==> src/rtl/br_pkg.sv <==
// Shared encodings for branch resolution: funct3 codes,
// 2-bit BHT counter states and the BHT init FSM.
package br_pkg;

  localparam logic [2:0] F3_BEQ  = 3'b000;
  localparam logic [2:0] F3_BNE  = 3'b001;
  localparam logic [2:0] F3_BLT  = 3'b100;
  localparam logic [2:0] F3_BGE  = 3'b101;
  localparam logic [2:0] F3_BLTU = 3'b110;
  localparam logic [2:0] F3_BGEU = 3'b111;

  localparam logic [1:0] CNT_SNT = 2'b00;
  localparam logic [1:0] CNT_WNT = 2'b01;
  localparam logic [1:0] CNT_WT  = 2'b10;
  localparam logic [1:0] CNT_ST  = 2'b11;
  localparam logic [1:0] CNT_RST = CNT_WNT;

  localparam logic [0:0] ST_INIT = 1'b0;
  localparam logic [0:0] ST_RUN  = 1'b1;

  function automatic logic [1:0] cnt_next(
    input logic [1:0] c,
    input logic       up
  );
    logic [1:0] n;
    n = c;
    if (up && c != CNT_ST)
      n = c + 2'd1;
    else if (!up && c != CNT_SNT)
      n = c - 2'd1;
    return n;
  endfunction

endpackage

==> src/rtl/br_bht.sv <==
// Branch history table: 2-bit saturating counters with an
// init sweep after reset, one read port and one update port.
module br_bht
  import br_pkg::*;
#(
  parameter int ENTRIES = 64,
  parameter int XLEN    = 32
) (
  input  logic            clk,
  input  logic            rst,
  input  logic [XLEN-1:0] rd_pc,
  output logic            rd_taken,
  input  logic            upd_en,
  input  logic [XLEN-1:0] upd_pc,
  input  logic            upd_taken,
  output logic            ready
);

  localparam int IDXW = $clog2(ENTRIES);
  localparam logic [IDXW-1:0] LAST = IDXW'(ENTRIES - 1);

  logic [0:0]      state;
  logic [IDXW-1:0] init_idx;
  logic [1:0]      cnt [ENTRIES];
  logic [IDXW-1:0] rd_idx;
  logic [IDXW-1:0] upd_idx;
  logic            unused_bits;

  assign rd_idx  = rd_pc[IDXW+1:2];
  assign upd_idx = upd_pc[IDXW+1:2];
  assign unused_bits = ^{rd_pc[XLEN-1:IDXW+2], rd_pc[1:0],
                         upd_pc[XLEN-1:IDXW+2], upd_pc[1:0]};

  always_ff @(posedge clk) begin
    if (rst) begin
      state    <= ST_INIT;
      init_idx <= '0;
    end else if (state == ST_INIT) begin
      init_idx <= init_idx + 1'b1;
      if (init_idx == LAST)
        state <= ST_RUN;
    end
  end

  // Array has no reset; the sweep owns the write port during INIT.
  always_ff @(posedge clk) begin
    if (!rst) begin
      if (state == ST_INIT)
        cnt[init_idx] <= CNT_RST;
      else if (upd_en)
        cnt[upd_idx] <= cnt_next(cnt[upd_idx], upd_taken);
    end
  end

  assign ready    = (state == ST_RUN);
  assign rd_taken = ready & cnt[rd_idx][1];

endmodule

==> src/rtl/br_resolve.sv <==
// Execute-stage branch resolve + BHT prediction.
// Optional perf counters: define BR_RESOLVE_PERF_EN.
module br_resolve
  import br_pkg::*;
#(
  parameter int BHT_ENTRIES = 64,
  parameter int XLEN        = 32
) (
  input  logic            clk,
  input  logic            rst,
  input  logic [XLEN-1:0] pred_pc,
  output logic            pred_taken,
  input  logic            ex_valid,
  input  logic            ex_is_jump,
  input  logic [2:0]      ex_funct3,
  input  logic [XLEN-1:0] ex_pc,
  input  logic [XLEN-1:0] ex_target,
  input  logic            ex_pred_taken,
  input  logic            br_less,
  input  logic            br_equal,
  output logic            br_unsigned,
  output logic            redirect,
  output logic [XLEN-1:0] redirect_pc,
`ifdef BR_RESOLVE_PERF_EN
  output logic [XLEN-1:0] perf_branches,
  output logic [XLEN-1:0] perf_mispredicts,
`endif
  output logic            bht_ready
);

  logic            cond;
  logic            legal;
  logic            taken;
  logic            mispredict;
  logic            is_branch;
  logic [XLEN-1:0] fix_pc;

  assign br_unsigned = ex_funct3[1];

  always_comb begin
    cond  = 1'b0;
    legal = 1'b1;
    case (ex_funct3)
      F3_BEQ:           cond = br_equal;
      F3_BNE:           cond = !br_equal;
      F3_BLT, F3_BLTU:  cond = br_less;
      F3_BGE, F3_BGEU:  cond = !br_less;
      default:          legal = 1'b0;
    endcase
  end

  assign taken      = ex_is_jump | cond;
  assign mispredict = ex_valid & (taken != ex_pred_taken);
  assign is_branch  = ex_valid & !ex_is_jump & legal;
  assign fix_pc     = taken ? ex_target : ex_pc + XLEN'(4);

  always_ff @(posedge clk) begin
    if (rst) begin
      redirect    <= 1'b0;
      redirect_pc <= '0;
    end else begin
      redirect <= mispredict;
      if (mispredict)
        redirect_pc <= fix_pc;
    end
  end

  br_bht #(
    .ENTRIES (BHT_ENTRIES),
    .XLEN    (XLEN)
  ) u_bht (
    .clk       (clk),
    .rst       (rst),
    .rd_pc     (pred_pc),
    .rd_taken  (pred_taken),
    .upd_en    (is_branch),
    .upd_pc    (ex_pc),
    .upd_taken (taken),
    .ready     (bht_ready)
  );

`ifdef BR_RESOLVE_PERF_EN
  always_ff @(posedge clk) begin
    if (rst) begin
      perf_branches    <= '0;
      perf_mispredicts <= '0;
    end else begin
      if (is_branch && perf_branches != '1)
        perf_branches <= perf_branches + 1'b1;
      if (mispredict && perf_mispredicts != '1)
        perf_mispredicts <= perf_mispredicts + 1'b1;
    end
  end
`endif

endmodule

==> config.mk <==
export PLATFORM = sky130hd
export DESIGN_NAME = br_resolve
export DESIGN_NICKNAME = d
export VERILOG_FILES = /design/src/rtl/br_pkg.sv /design/src/rtl/br_bht.sv /design/src/rtl/br_resolve.sv
export SDC_FILE = /design/constraint.sdc
export NUM_CORES = 1
export LEC_CHECK = 0
export CAP_MARGIN = 20
export CORE_UTILIZATION = 49
export CTS_CLUSTER_SIZE = 40
export DETAILED_ROUTE_END_ITERATION = 10
export PLACE_DENSITY_LB_ADDON = 0.25
export SYNTH_ARGS = -nofsm -noshare
export SYNTH_HDL_FRONTEND = slang
export SYNTH_HIERARCHICAL = 1
export SYNTH_SLANG_ARGS = --single-unit
==> constraint.sdc <==
create_clock -name clk -period 5.6 [get_ports clk]
set_input_delay 0.56 -clock clk [delete_from_list [all_inputs] [get_ports clk]]
set_output_delay 0.56 -clock clk [all_outputs]
set_load 0.005 [all_outputs]
==> flow_metrics.py <==
metrics = {
    "global_routing": {
        "grt.overflow.total": 0,
        "grt_usage": 0.261,
        "grt_max_degree": 49,
        "grt_pass1_wl_um": 35300,
        "grt_pass1_vias": 6481,
        "antenna_found_initial": 0,
    },
    "clock_network": {
        "ctsResizeCount": 0,
        "clock-root-buffer": "clkbuf_16",
        "clk_latency_ps": 440,
        "clkSinkCount": 168,
        "cts-hold-fix-buffers": 0,
        "postCtsSetupBuffers": 0,
        "clk_pin_slew_ps": 60,
        "cts_tree": "yes",
        "numCtsBuffers": 17,
        "cts_buffer_depth": 2,
        "htreeDepth": 4,
    },
    "finish": {
        "nets": 933,
        "layout-drive-gt1-share": 0.121,
        "antennaDiodeCount": 0,
        "layout-area-overhead-vs-synth_pct": 21.8,
        "final_util": 0.614,
    },
    "setup_path": {
        "cp_cell_sequence": "clkdlybuf4s50_1 -> buf_4 -> nor2_1 -> a22o_1 -> o311a_1 -> o31ai_1 -> ha_1 -> mux2i_1 -> nor2_1 -> nand2_1 -> o211ai_4 -> buf_4",
        "cpPeakStageDelay_ps": 880,
        "arrival_ps": 4540,
        "cp-end-kind": "flop",
        "reg2reg_from": "u_bht/cnt[9][1]",
        "critPathRequiredTime_ps": 5780,
        "cp-start-kind": "input pin",
        "startpoint": "ex_pc[3]",
        "cp_max_fo": 48,
        "path_class": "in2reg",
        "worst_path_max_delay_cell": "clkdlybuf4s50_1",
    },
    "power_and_ir_drop": {
        "comb_power_share": 0.122,
        "cellPowerDensity_nw_per_um2": 270,
        "total_leakage_power_nw": 3.79,
        "p_clk_frac": 0.404,
        "finalPower_mw": 2.88,
        "seqPwrFrac": 0.474,
        "p_int_mw": 2.15,
        "ir_drop_mv": 0.242,
        "swShare": 0.252,
        "p_sw_mw": 0.725,
    },
    "synth": {
        "synth-xor-area-share": 0.0199,
        "yosysMostFrequentCell": "edfxtp_1",
        "yosys.area_share.adder": 0.00572,
        "avgSynthCellArea_um2": 12.2,
        "synth_top_area_frac": 0.439,
        "syn-num-nets": 827,
        "synth-seq-area-share": 0.531,
        "synth_seq_cells": 168,
        "synth_top_family_by_area": "simple AND/OR/NAND/NOR gates",
        "async_flop_share": 0,
        "yosys-top-cells-count": "128 x edfxtp_1, 104 x nor2_1, 62 x nand2_1",
        "synth_top_cell_by_area": "edfxtp_1",
        "ys.flop_type": "edfxtp_1",
        "yosysWarnings": 6,
        "mappedNetlistArea_um2": 8750,
        "synth_compound_area_frac": 0.109,
        "synthSimpleGateAreaFrac": 0.153,
        "synthCells": 717,
        "synth_area_leaders": "edfxtp_1 44%, mux4_2 9.8%, dfxtp_1 9.2%",
        "synth_cell_types": 73,
        "synthMuxAreaShare": 0.149,
        "synth-edff-count": 128,
    },
    "placement": {
        "post-place-ws_ps": 838,
        "dp_hpwl_um": 16300,
        "place_congestion": 0.931,
        "port_buffers": 115,
    },
    "floorplanning": {
        "core_area_um2": 17400,
        "die_w_um": 136,
        "ios": 142,
        "die_area_um2": 18400,
        "die_height_um": 136,
        "num_rows": 48,
        "start_util": 0.504,
    },
    "timing": {
        "max_slew.worst_pin.slew_ps": 1000,
        "rsz0062_at_grt": "no",
        "finalSetupViolations": 0,
        "hold_viol": 0,
        "tns_ps": 0,
        "final.setup.worst_slack_ps": 1250,
        "post-route-min-period_ps": 4350,
        "max_freq_ghz": 0.230,
        "finalCritPeriodShare": 0.778,
        "final_max_slew_viol_count": 0,
        "fin_skew_ps": 7.09,
        "slew_headroom": 0.328,
    },
    "drt": {
        "drcViolationCount": 0,
        "ant_nets": 0,
        "via_per_inst": 6.33,
        "drt_wl_total_um": 23100,
        "drt_iter0_markers": 602,
        "vias": 6714,
        "wl_per_cell_um": 21.8,
        "firstDrtPassIters": 6,
    },
    "min_path": {
        "hold_class": "reg2reg",
        "hp-start": "redirect_pc[25]",
    },
    "run_status": {
        "status": "finished clean",
    },
    "job": {
        "cap_violations": 0,
    },
}
sequential cells by signal (all words and copies together), names as in the netlist:
| name | flops |
|---|---|
| redirect_pc | 32 |
| u_bht/init_idx | 6 |
| u_bht/cnt | 128 |
| u_bht/ready | 1 |
| redirect | 1 |
layout by cell type (no fill, tap or decap), drive strengths merged, types with 7 or more instances in the layout:
cell type and n:
a21oi 12, dfxtp 40, clkbuf 18, nand2 63
nand3 18, nand4 13, clkdlybuf4s50 114, o32ai 11
buf 14, nor4 10, o22ai 14, edfxtp 128
xor2 13, nand3b 11, nor2b 7, mux4 48
nand2b 7, o31a 7, nor2 105, mux2i 16
nor3 13, o21ai 23, inv 23, o211ai 7
through the flow:
| stage | instance area [um2] | hold WS, ps | instances |
|---|---|---|---|
| floorplan | 8750 | 450 | 717 |
| global placement | 10100 | 436 | 1029 |
| detailed placement | 10100 | 442 | 1029 |
| CTS | 10700 | 457 | 1061 |
| global route | 10700 | 472 | 1061 |
| finish | 10700 | 453 | 1061 |
kinds of logic after synthesis:
logic type | count (synthesis)
AOI/OAI and AO/OA | 129
muxes | 66
xor gates and xnor gates | 19
and+or+nand+nor | 276
buffers and inverters | 55
adders and majority gates | 4
DFF | 168
path summary, 6_finish.rpt:
check                           slack, ps               end  depth (start not counted)
worst max-delay path                 1250  u_bht/cnt[14][1]                         12
worst max register to register       1620  u_bht/cnt[14][1]                         11
worst min register to register        450   redirect_pc[25]                          1
worst min-delay path                  450   redirect_pc[25]                          1
layout make-up:
class / instances / area [um2]
fill: 1311 / 6700
tap: 225 / 282
sequential: 168 / 4640
clock inverter: 14 / 154
multi-input combinational: 494 / 3850
timing repair buffer: 128 / 1240
clock buffer: 18 / 429
inverter: 14 / 55.1
worst max-delay path, delay by kind of cell:
family | cells | cell delay, ps
adders and majority gates | 1 | 220
AOI/OAI and AO/OA | 4 | 1290
muxes | 1 | 110
and+or+nand+nor | 3 | 640
buffers and inverters | 3 | 1680
routing by layer:
| layer | global-route usage | wire (um) |
|---|---|---|
| met5 | 0 | 0 |
| met4 | 0.144 | 1000 |
| met3 | 0.0546 | 1910 |
| met2 | 0.415 | 10900 |
| met1 | 0.332 | 9340 |
power by group through the flow:
stage          clock network, mW  logic, mW  registers [mW]
2_1_floorplan                  0      0.184            1.39
3_3_place_gp                   0      0.342            1.39
3_5_place_dp                   0      0.346            1.39
4_1_cts                     1.18      0.349            1.36
5_1_grt                     1.23      0.376            1.37
6_report                    1.16      0.351            1.37
Note: power is estimated with default switching activity, not from simulation.
